**src/rtl/bp_be_pkg.sv**
```systemverilog
// bp_be_pkg: shared types for the BE stride prefetch scheduler.
//   - bp_be_pf_state_e  : scheduler state (idle / active stream)
//   - bp_be_pf_stream_s : active stream registers
//   - bp_be_pf_cand_s   : RPT candidate as held in the pending slot
// The struct field widths follow the localparams below. The scheduler's own
// parameters default to them and must be kept equal when overridden.
package bp_be_pkg;

    localparam int unsigned bp_be_vaddr_width_gp        = 39;
    localparam int unsigned bp_be_stride_width_gp       = 8;
    localparam int unsigned bp_be_pf_degree_gp          = 4;
    localparam int unsigned bp_be_pf_remaining_width_gp = $clog2(bp_be_pf_degree_gp + 1);

    typedef enum logic [0:0] {
        e_idle,
        e_active
    } bp_be_pf_state_e;

    typedef struct packed {
        logic [bp_be_vaddr_width_gp-1:0]        pc;
        logic [bp_be_vaddr_width_gp-1:0]        base;
        logic [bp_be_vaddr_width_gp-1:0]        stride;     // sign-extended
        logic [bp_be_pf_remaining_width_gp-1:0] remaining;
        logic [bp_be_vaddr_width_gp-1:0]        last_line;
    } bp_be_pf_stream_s;

    typedef struct packed {
        logic [bp_be_vaddr_width_gp-1:0]  pc;
        logic [bp_be_vaddr_width_gp-1:0]  eff_addr;
        logic [bp_be_stride_width_gp-1:0] stride;
    } bp_be_pf_cand_s;

endpackage

```
**src/rtl/bp_be_pf_addr_gen.sv**
```systemverilog
// bp_be_pf_addr_gen: combinational next-address compute for one stream.
//   base_i       : current stream base address
//   stride_i     : sign-extended stride
//   last_line_i  : line of the last issued (or initial) address
//   next_o       : base + stride, modulo 2^vaddr_width_p
//   next_line_o  : next_o with the block offset cleared
//   page_cross_o : next_o lies in a different page than base_i
//   same_line_o  : next_line_o equals last_line_i
module bp_be_pf_addr_gen #(
    parameter int unsigned vaddr_width_p        = 39,
    parameter int unsigned block_offset_width_p = 6,
    parameter int unsigned page_offset_width_p  = 12
) (
    input  logic [vaddr_width_p-1:0] base_i,
    input  logic [vaddr_width_p-1:0] stride_i,
    input  logic [vaddr_width_p-1:0] last_line_i,
    output logic [vaddr_width_p-1:0] next_o,
    output logic [vaddr_width_p-1:0] next_line_o,
    output logic                     page_cross_o,
    output logic                     same_line_o
);

    assign next_o       = base_i + stride_i;
    assign next_line_o  = {next_o[vaddr_width_p-1:block_offset_width_p],
                           {block_offset_width_p{1'b0}}};
    assign page_cross_o = next_o[vaddr_width_p-1:page_offset_width_p]
                          != base_i[vaddr_width_p-1:page_offset_width_p];
    assign same_line_o  = (next_line_o == last_line_i);

endmodule

```
**src/rtl/bp_be_stride_pf_sched.sv**
```systemverilog
// bp_be_stride_pf_sched: sequences stride prefetches from RPT stride hits
// into the D-cache prefetch port. One active stream, one pending stream.
//   clk_i, reset_i      : clock, asynchronous active-high reset
//   rpt_v_i/pc/eff/stride : RPT stride-hit candidate
//   flush_i             : kill all streams, ignore candidate
//   demand_v_i          : demand load owns the D-cache port this cycle
//   pf_v_o, pf_addr_o   : line-aligned prefetch request (non-sticky hint)
//   pf_ready_i          : D-cache accepts the prefetch
//   busy_o              : active stream present
//   drop_o              : pulse when a candidate or stream is discarded
module bp_be_stride_pf_sched
    import bp_be_pkg::*;
#(
    parameter int unsigned vaddr_width_p        = bp_be_vaddr_width_gp,
    parameter int unsigned stride_width_p       = bp_be_stride_width_gp,
    parameter int unsigned prefetch_degree_p    = bp_be_pf_degree_gp,
    parameter int unsigned block_offset_width_p = 6,
    parameter int unsigned page_offset_width_p  = 12
) (
    input  logic                      clk_i,
    input  logic                      reset_i,
    input  logic                      rpt_v_i,
    input  logic [vaddr_width_p-1:0]  rpt_pc_i,
    input  logic [vaddr_width_p-1:0]  rpt_eff_addr_i,
    input  logic [stride_width_p-1:0] rpt_stride_i,
    input  logic                      flush_i,
    input  logic                      demand_v_i,
    output logic                      pf_v_o,
    output logic [vaddr_width_p-1:0]  pf_addr_o,
    input  logic                      pf_ready_i,
    output logic                      busy_o,
    output logic                      drop_o
);

    localparam int unsigned rem_width_lp = bp_be_pf_remaining_width_gp;

    bp_be_pf_state_e  state_q, state_d;
    bp_be_pf_stream_s active_q, active_d;
    bp_be_pf_cand_s   pend_q, pend_d;
    logic             pend_v_q, pend_v_d;
    logic             init_done_q;

    logic [vaddr_width_p-1:0] next_addr, next_line;
    logic                     page_cross, same_line;

    bp_be_pf_cand_s cand;
    logic           is_active, cand_v, cand_zero, cand_ok, restart;
    logic           pf_v, advance, stream_end, drop;

    function automatic bp_be_pf_stream_s load_stream(input bp_be_pf_cand_s c);
        bp_be_pf_stream_s s;
        s.pc        = c.pc;
        s.base      = c.eff_addr;
        s.stride    = {{(vaddr_width_p-stride_width_p){c.stride[stride_width_p-1]}}, c.stride};
        s.remaining = rem_width_lp'(prefetch_degree_p);
        s.last_line = {c.eff_addr[vaddr_width_p-1:block_offset_width_p],
                       {block_offset_width_p{1'b0}}};
        return s;
    endfunction

    bp_be_pf_addr_gen #(
        .vaddr_width_p        (vaddr_width_p),
        .block_offset_width_p (block_offset_width_p),
        .page_offset_width_p  (page_offset_width_p)
    ) u_addr_gen (
        .base_i       (active_q.base),
        .stride_i     (active_q.stride),
        .last_line_i  (active_q.last_line),
        .next_o       (next_addr),
        .next_line_o  (next_line),
        .page_cross_o (page_cross),
        .same_line_o  (same_line)
    );

    always_comb begin
        state_d  = state_q;
        active_d = active_q;
        pend_d   = pend_q;
        pend_v_d = pend_v_q;
        drop     = 1'b0;

        cand.pc       = rpt_pc_i;
        cand.eff_addr = rpt_eff_addr_i;
        cand.stride   = rpt_stride_i;

        is_active = (state_q == e_active);
        // Candidates are ignored until the first edge after reset release, which
        // also keeps drop_o quiet in that cycle.
        cand_v    = rpt_v_i & init_done_q & ~flush_i;
        cand_zero = (rpt_stride_i == '0);
        cand_ok   = cand_v & ~cand_zero;
        restart   = cand_ok & is_active & (rpt_pc_i == active_q.pc);

        // Restart and flush pull the request so a handshake never races a reload.
        pf_v       = is_active & ~page_cross & ~same_line & ~demand_v_i & ~flush_i & ~restart;
        advance    = is_active & ~page_cross & (same_line | (pf_v & pf_ready_i));
        stream_end = is_active & ~restart
                     & (page_cross | (advance & (active_q.remaining <= rem_width_lp'(1))));

        if (flush_i) begin
            state_d  = e_idle;
            active_d = '0;
            pend_d   = '0;
            pend_v_d = 1'b0;
        end else begin
            if (advance) begin
                active_d.base      = next_addr;
                active_d.remaining = active_q.remaining - 1'b1;
                if (!same_line) begin
                    active_d.last_line = next_line;
                end
            end

            if (is_active && page_cross && !restart) begin
                drop = 1'b1;
            end

            if (stream_end) begin
                if (pend_v_q) begin
                    active_d = load_stream(pend_q);
                    pend_v_d = 1'b0;
                end else begin
                    state_d = e_idle;
                end
            end

            if (cand_v && cand_zero) begin
                drop = 1'b1;
            end else if (restart) begin
                active_d = load_stream(cand);
                state_d  = e_active;
            end else if (cand_ok && is_active && !(stream_end && !pend_v_q)) begin
                // A pending entry consumed on this edge is not an overwrite.
                pend_d   = cand;
                pend_v_d = 1'b1;
                if (pend_v_q && !stream_end) begin
                    drop = 1'b1;
                end
            end else if (cand_ok) begin
                // Idle, or the active stream retires with nothing pending.
                active_d = load_stream(cand);
                state_d  = e_active;
            end
        end
    end

    always_ff @(posedge clk_i or posedge reset_i) begin
        if (reset_i) begin
            state_q     <= e_idle;
            active_q    <= '0;
            pend_q      <= '0;
            pend_v_q    <= 1'b0;
            init_done_q <= 1'b0;
        end else begin
            state_q     <= state_d;
            active_q    <= active_d;
            pend_q      <= pend_d;
            pend_v_q    <= pend_v_d;
            init_done_q <= 1'b1;
        end
    end

    assign pf_v_o    = pf_v;
    assign pf_addr_o = next_line;
    assign busy_o    = is_active;
    assign drop_o    = drop;

endmodule
```
**config.mk**
```make
export PLATFORM = sky130hd
export DESIGN_NAME = bp_be_stride_pf_sched
export DESIGN_NICKNAME = d
export VERILOG_FILES = /design/src/rtl/bp_be_pkg.sv /design/src/rtl/bp_be_pf_addr_gen.sv /design/src/rtl/bp_be_stride_pf_sched.sv
export SDC_FILE = /design/constraint.sdc
export NUM_CORES = 1
export LEC_CHECK = 0
export ABC_AREA = 1
export BUFFER_PORTS_ARGS = -buffer_cell sky130_fd_sc_hd__buf_2
export CAP_MARGIN = 0
export CELL_PAD_IN_SITES_DETAIL_PLACEMENT = 1
export CELL_PAD_IN_SITES_GLOBAL_PLACEMENT = 1
export CORE_UTILIZATION = 39
export DETAILED_ROUTE_END_ITERATION = 12
export GPL_ROUTABILITY_DRIVEN = 0
export PLACE_DENSITY_LB_ADDON = 0.1
export SLEW_MARGIN = 20
export SYNTH_ARGS = -nofsm -noshare
export SYNTH_HDL_FRONTEND = slang
export SYNTH_SLANG_ARGS = --single-unit
```
**constraint.sdc**
```tcl
create_clock -name clk_i -period 7.5 [get_ports clk_i]
set_clock_uncertainty 0.15 [all_clocks]
set_input_delay 0.75 -clock clk_i [delete_from_list [all_inputs] [get_ports clk_i]]
set_output_delay 0.75 -clock clk_i [all_outputs]
set_load 0.05 [all_outputs]
```
Word level (Yosys, flattened, before mapping). Cells that the tools add are included.

$add $sub $neg: 2. $lt $le $gt $ge: 1. Equal/unequal tests: 5. Multiplexer cells: 32. Bitwise logic cells: 23. Reduce and logical (&&, ||, !) cells: 14.

Operators with widths (count): 159-bit two-way mux (7); 86-bit two-way mux (4); 39-bit == test (2); 39-bit two-way mux (2); 42-bit two-way mux (1); 39-bit adder (1); 27-bit != test (1); 1-bit two-way mux (18); 1-bit bitwise AND (15); 8-bit zero test (1); 1-bit logical AND (7); 1-bit inverter (6); 1-bit zero test (4); 2-bit != test, second input constant (2); 3-bit by 1-bit less-or-equal comparator with 1-bit output, second input constant (1); 3-bit AND reduction (1); 3-bit by 1-bit subtractor with 3-bit output, second input constant (1); 1-bit OR (2); 2-bit nonzero test (1).

Register bits: 248. Input bits: 92. Output and inout port bits: 42. Word-level logic and storage cells: 88.

Depth between registers and ports, before layout.
Word-level depth: 21. Depth in mapped cells: 34. Gate-level depth less buffers: 32.

Hierarchy. A second synthesis with hierarchy kept.

Cell total of the unflattened synthesis: 3066. Area, all modules: 18751.7 µm².

By module, submodules not included: bp_be_stride_pf_sched (instances 1, cells an instance 2015, area an instance 13895.8 µm², seq. area each 6206.0 µm²); bp_be_pf_addr_gen (instances 1, cells an instance 1051, area an instance 4855.9 µm², seq. area each 0.0 µm²).

Worst setup path before layout. OpenSTA, ideal clock, no wires.

Path kind: reg-to-output. Start point: register active_q[42] in the netlist's numbering. End point: output drop_o. Data arrival time: 4.660 ns. Required time: 6.600 ns. Slack: 1.940 ns. Cell stages (with the launch flop): 26. Buffers on the path: 2. Path through: dfrtp_1 -> ha_1 -> fa_1 -> nand3_1 -> nand3_1 -> nand2_1 -> nand2_1 -> xor2_1 -> inv_1 -> nand2_1 -> nand3_1 -> nor2_1 -> nand2_1 -> nor2_1 -> nand3_1 -> nor2_1 -> nor2_1 -> nand3_2 -> nand2_2 -> nand3_4 -> nand2_4 -> buf_2 -> clkbuf_1 -> nor2_1 -> nand2_1 -> a31oi_1.

RTL lines: start, declared (RTL line bp_be_stride_pf_sched.sv:38) `bp_be_pf_stream_s active_q, active_d;`; start signal, assigned (RTL line bp_be_stride_pf_sched.sv:156) `active_q <= active_d;`; 39-bit adder * (RTL line bp_be_pf_addr_gen.sv:23) `assign next_o = base_i + stride_i;`; net pf_addr_o[8] (RTL line bp_be_stride_pf_sched.sv:29) `output logic [vaddr_width_p-1:0] pf_addr_o,`; 39-bit == test * (RTL line bp_be_pf_addr_gen.sv:28) `assign same_line_o = (next_line_o == last_line_i);`; 1-bit inverter (RTL line bp_be_stride_pf_sched.sv:95) `pf_v = is_active & ~page_cross & ~same_line & ~demand_v_i & ~flush_i & ~restart;`; 1-bit bitwise AND (4 in series) (RTL line bp_be_stride_pf_sched.sv:95); 1-bit bitwise AND (RTL line bp_be_stride_pf_sched.sv:96) `advance = is_active & ~page_cross & (same_line | (pf_v & pf_ready_i));`; 1-bit OR * (RTL line bp_be_stride_pf_sched.sv:96); 1-bit bitwise AND * (RTL line bp_be_stride_pf_sched.sv:96); (+2 left out); 1-bit bitwise AND * (RTL line bp_be_stride_pf_sched.sv:98) `& (page_cross | (advance & (active_q.remaining <= rem_width_lp'(1))));`; 1-bit zero test or 1-bit logical AND (tied branches) (RTL line bp_be_stride_pf_sched.sv:136, bp_be_stride_pf_sched.sv:132); 1-bit logical AND or 1-bit zero test (tied branches) (RTL line bp_be_stride_pf_sched.sv:136, bp_be_stride_pf_sched.sv:132); 1-bit two-way mux or 1-bit logical AND (tied branches) (RTL line bp_be_stride_pf_sched.sv:136, bp_be_stride_pf_sched.sv:132); 1-bit two-way mux * (RTL line bp_be_stride_pf_sched.sv:132) `end else if (cand_ok && is_active && !(stream_end && !pend_v_q)) begin`; 1-bit two-way mux * (RTL line bp_be_stride_pf_sched.sv:129) `end else if (restart) begin`; 1-bit two-way mux * (RTL line bp_be_stride_pf_sched.sv:127) `if (cand_v && cand_zero) begin`; 1-bit two-way mux * (RTL line bp_be_stride_pf_sched.sv:100) `if (flush_i) begin`; end, declared (RTL line bp_be_stride_pf_sched.sv:32) `output logic drop_o`.

The timed path passes the listed nets; every way through them passes the cells marked *.

Final worst setup path.
Start point: register active_q[42] in the netlist's numbering. End point: output drop_o.

Word-level cells in the longest chain between the ends: 21.

Ends and longest elaborated chain: 39-bit adder * (RTL line bp_be_pf_addr_gen.sv:23); 27-bit != test (RTL line bp_be_pf_addr_gen.sv:27) `!= base_i[vaddr_width_p-1:page_offset_width_p];`; 1-bit inverter (RTL line bp_be_stride_pf_sched.sv:95, bp_be_stride_pf_sched.sv:96); 1-bit bitwise AND (RTL line bp_be_stride_pf_sched.sv:95, bp_be_stride_pf_sched.sv:96); 1-bit bitwise AND (4 in series) (RTL line bp_be_stride_pf_sched.sv:95); 1-bit bitwise AND (RTL line bp_be_stride_pf_sched.sv:96); 1-bit OR (RTL line bp_be_stride_pf_sched.sv:96); 1-bit bitwise AND (RTL line bp_be_stride_pf_sched.sv:96); (+2 left out); 1-bit bitwise AND (RTL line bp_be_stride_pf_sched.sv:98); 1-bit zero test or 1-bit logical AND (tied branches) (RTL line bp_be_stride_pf_sched.sv:136, bp_be_stride_pf_sched.sv:132); 1-bit logical AND or 1-bit zero test (tied branches) (RTL line bp_be_stride_pf_sched.sv:136, bp_be_stride_pf_sched.sv:132); 1-bit two-way mux or 1-bit logical AND (tied branches) (RTL line bp_be_stride_pf_sched.sv:136, bp_be_stride_pf_sched.sv:132); 1-bit two-way mux (RTL line bp_be_stride_pf_sched.sv:132); 1-bit two-way mux * (RTL line bp_be_stride_pf_sched.sv:129); 1-bit two-way mux * (RTL line bp_be_stride_pf_sched.sv:127); 1-bit two-way mux * (RTL line bp_be_stride_pf_sched.sv:100).

Mark *: on every way between the ends. The rest lies on a longest branch, timed or not.

==> flow_results.org <==
** Global routing
- Entering global routing, the biggest net connects ~170 pins.
- Number of global-route vias before repair :: 19975
- Global-route wire length before repair :: 110.7 mm
- Global-route usage over all layers :: 29.23%
- The number of antenna violations at the first check in global routing was 0.
- Remaining global-route overflow :: 0

** Routing
- For this run, design rule violations remaining after detail routing come to 4.
- Dividing the detail-routed wire length by the instance count gives roughly 19 um.
- The detail route stage leaves a number of antenna-violating nets equal to 0.
- First drt pass iteration count :: 10
- After detailed routing, the total wire length is 69.92 mm.
- Via Count :: 19492
- After detailed routing, the number of vias per cell comes to 5.272.
- Starting DRC count in detailed routing :: approximately 890

** Timing
- Slew Limit Headroom :: 21.47%
- Post-route worst hold slack :: roughly 13 ps
- In the final timing run, aggregate negative setup slack is 0 ps.
- Max-slew violation count :: 0
- # setup viols final :: 0
- Unrepaired setup endpoints after global routing :: no
- Hold Fails Final Rpt :: 0
- Transition at the pin with the smallest max-transition slack :: 1178 ps
- The clock period could shrink to 6624 ps.
- Final worst-path cycle share :: 88.32%
- Maximum clock frequency :: 0.1510 GHz

** Finish
- End-of-flow core utilization :: 44.31%
- Counting the fill cells in the layout gives 6405.
- In the final layout, the multi-input gates occupy 10060 um2.
- At the end of the flow, the number of nets in the layout was ~3200.
- Layout area overhead :: 11.43%
- In the final layout, flip-flops and latches occupy 6210 um2.
- Of the cells placed in the final design, the portion with a size suffix greater than 1 is 8.514%.
- Non-filler cells, final :: between 3000 and 4000

** Setup path
- The worst setup path is of the reg -> out kind.
- Data arrival time of the critical path :: approximately 5700 ps
- Maximum fanout along the worst path :: 50
- The worst setup path is launched from a register.
- Data on the critical path is required at its endpoint by 6600 ps.
- The worst setup path is captured at a primary output.
- For this run, the slowest stage of the critical path takes ~500 ps.
- On the critical path, the stage with the largest delay is an instance of sky130_fd_sc_hd__fa_1.
- Dominant cell type by count on the critical path :: sky130_fd_sc_hd__nand2_1
- The most critical setup path has its startpoint at active_q[42].
- The worst register-to-register path begins at active_q[42].

** Die
- Placement Rows :: 79
- Chip height :: 220.6 um
- From left edge to right edge, the die measures approximately 220 um.
- Die Area :: 48640 um2
- The core region is 46850 um2.
- During I/O placement, the number of pins put on the boundary was 134.
- The initial utilization of the core area, before any placement, comes to approximately two fifths.

** Flow run
- Max-cap violations in this run came to 0.

** CTS
- Number of levels the H-tree was split into :: 2
- Post-CTS setup buffers :: 0
- Clock tree from TritonCTS :: done
- Clock tree synthesis inserted a total of 34 buffers.
- Counting every sink on the clock net gives 248.
- Resize count post-CTS :: 0
- CTS root buf :: sky130_fd_sc_hd__clkbuf_16
- Clock-pin slew was measured on the worst setup and hold paths at 60 ps.
- Clk Latency, worst-skew pair :: ~560 ps
- The longest clock path from root to sink contains 3 buffers.
- After clock tree synthesis, the flow added hold-fix buffers numbering 0.

** Synthesis
- For this run, the register share of the synthesized area comes to roughly a third.
- The synthesized design contains around 250 register bits.
- Counting flops with an async set or reset pin after synthesis yields a share of 100.0%.
- Avg Inst Size Synth :: 6.183 um2
- Summed over all instances, the cell type with the most area after synthesis is sky130_fd_sc_hd__dfrtp_1.
- Cells after synthesis :: roughly 3000
- Number of enable-type register cells in the synthesized netlist :: 0
- Cell Area, Synth :: 18630 um2
- The share of synthesized area in the top cell type comes to 33.31%.
- Top cells by area, synth :: sky130_fd_sc_hd__dfrtp_1 (33%), sky130_fd_sc_hd__nand2_1 (23%), sky130_fd_sc_hd__inv_1 (9.1%)
- The synthesized netlist contains 42 unique library cells.
- Top_reg_cell synth :: sky130_fd_sc_hd__dfrtp_1
- Yosys Warn Count :: 0

** Status
- Status :: finished, violations left
- The checks that failed: DRC.

** Placed design
- Including well taps, the total number of placed cells is between 3000 and 4000.
- Port Buffers :: 127
- Summed over all nets, the half-perimeter wirelength after detailed placement is 49.35 mm.

** Power and ir drop
- VDD sags by at most 141.0 uV.
- Power comes to 4.730 mW.
- Lkg Pwr :: 12.02 nW
- For this design the ratio of total power to cell area is roughly 230 nW/um2.

** Min path
- The min-delay analysis places its worst path in the category in -> async.
[critical path, delay by kind of cell (launching register included)]
family	cells	cell delay (ps)
AO/OA/AOI/OAI	1	290
adder cells (fa/ha/maj)	2	800
buffers and inverters	2	390
flip-flops	1	390
AND/OR/NAND/NOR	23	3270
[layer usage]
metal / vias to the layer above / part of all wire (%) / global-route usage, %
li1: 9412 / - / -
met1: 9643 / 46 / 38.89
met2: 332 / 48 / 49.72
met3: 105 / 3.6 / 3.024
met4: 0 / 2.7 / 9.110
met5: - / 0 / 0
[stage by stage]
| step | cell area, um2 | worst slack (ps) |
|---|---|---|
| floorplan | 18650 | 1940 |
| global placement | 19620 | 1132 |
| detailed placement | 19620 | 1068 |
| CTS | 20760 | 891.2 |
| global route | 20760 | 550.5 |
| finish | 20760 | 876.4 |
[layout make-up]
type / count / area share, %
clock inverter: 14 / 0.8378
sequential: 248 / 29.91
multi-input combinational: 2166 / 48.45
tap: 607 / 3.659
timing repair buffer: 152 / 4.087
clock buffer: 46 / 4.653
inverter: 463 / 8.390
antenna: 1 / 0.01205
[final timing paths]
| check | slack [ps] | to | cells after the start |
|---|---|---|---|
| max in group asynchronous | 5750 | active_q[60] | 3 |
| min in group clk_i | 290 | active_q[147] | 3 |
| setup reg to reg | 1010 | pend_q[21] | 26 |
| hold / removal | 10 | active_q[155] | 2 |
| hold reg to reg | 330 | pend_q[2] | 2 |
| setup / recovery | 880 | drop_o | 28 |
[power by group]
| group | leakage [nW] | switching (mW) | internal (mW) |
|---|---|---|---|
| logic | 8.14 | 1.03 | 0.441 |
| registers | 3.31 | 0.103 | 1.45 |
| clock network | 0.566 | 0.694 | 1.01 |
| total | 12.0 | 1.83 | 2.90 |
[flip-flops by register name, summed over array words and instances, names as in the netlist]
signal,cells
init_done_q,1
pend_v_q,1
active_q,159
busy_o,1
pend_q,86
[Yosys cell counts (8+ instances only)]
cell type / n
sky130_fd_sc_hd__nand3_2: 8
sky130_fd_sc_hd__inv_1: 452
sky130_fd_sc_hd__o21ai_1: 30
sky130_fd_sc_hd__xor2_1: 22
sky130_fd_sc_hd__o21ai_0: 222
sky130_fd_sc_hd__buf_1: 14
sky130_fd_sc_hd__nand3_1: 252
sky130_fd_sc_hd__ha_1: 40
sky130_fd_sc_hd__o22ai_1: 33
sky130_fd_sc_hd__nand4_1: 21
sky130_fd_sc_hd__nor2_1: 210
sky130_fd_sc_hd__xnor2_1: 18
sky130_fd_sc_hd__nor3_1: 9
sky130_fd_sc_hd__buf_2: 41
sky130_fd_sc_hd__clkbuf_1: 70
sky130_fd_sc_hd__nor4_1: 10
sky130_fd_sc_hd__a21oi_1: 34
sky130_fd_sc_hd__nand3b_1: 36
sky130_fd_sc_hd__nand2_2: 9
sky130_fd_sc_hd__nand2_1: 1161
sky130_fd_sc_hd__dfrtp_1: 248
sky130_fd_sc_hd__buf_4: 8
sky130_fd_sc_hd__buf_6: 8
[cell usage in the layout (no fill, tap or decap), types with 3 or more instances in the layout]
master and n:
sky130_fd_sc_hd__nand2_1 1159, sky130_fd_sc_hd__inv_1 450, sky130_fd_sc_hd__nand3_1 251, sky130_fd_sc_hd__dfrtp_1 247, sky130_fd_sc_hd__o21ai_0 222, sky130_fd_sc_hd__nor2_1 210
sky130_fd_sc_hd__buf_2 127, sky130_fd_sc_hd__ha_1 40, sky130_fd_sc_hd__nand3b_1 36, sky130_fd_sc_hd__a21oi_1 34, sky130_fd_sc_hd__clkbuf_16 34, sky130_fd_sc_hd__o22ai_1 33
sky130_fd_sc_hd__o21ai_1 30, sky130_fd_sc_hd__buf_4 23, sky130_fd_sc_hd__xor2_1 22, sky130_fd_sc_hd__nand4_1 21, sky130_fd_sc_hd__xnor2_1 18, sky130_fd_sc_hd__nand2_2 10
sky130_fd_sc_hd__nor4_1 10, sky130_fd_sc_hd__nand3_2 9, sky130_fd_sc_hd__nor3_1 9, sky130_fd_sc_hd__inv_2 8, sky130_fd_sc_hd__clkinv_2 8, sky130_fd_sc_hd__or2_2 7
sky130_fd_sc_hd__a21oi_2 7, sky130_fd_sc_hd__conb_1 7, sky130_fd_sc_hd__clkbuf_8 7, sky130_fd_sc_hd__xnor3_1 6, sky130_fd_sc_hd__nor2_2 5, sky130_fd_sc_hd__clkbuf_1 5
sky130_fd_sc_hd__clkinv_1 4, sky130_fd_sc_hd__and2_1 3, sky130_fd_sc_hd__nand2_4 3, sky130_fd_sc_hd__bufinv_16 3
[logic make-up (layout without fill, tap and decap cells)]
group	count (synthesis)	count (layout)	share of synthesized area, %
xor gates and xnor gates	48	48	2.781
other	2	8	0.04031
adders and majority gates	41	41	2.794
buffers and inverters	604	675	12.93
and+or+nand+nor	1738	1738	38.79
DFF	248	248	33.31
AOI/OAI and AO/OA	332	332	9.356
(Power assumes the default switching activity.)
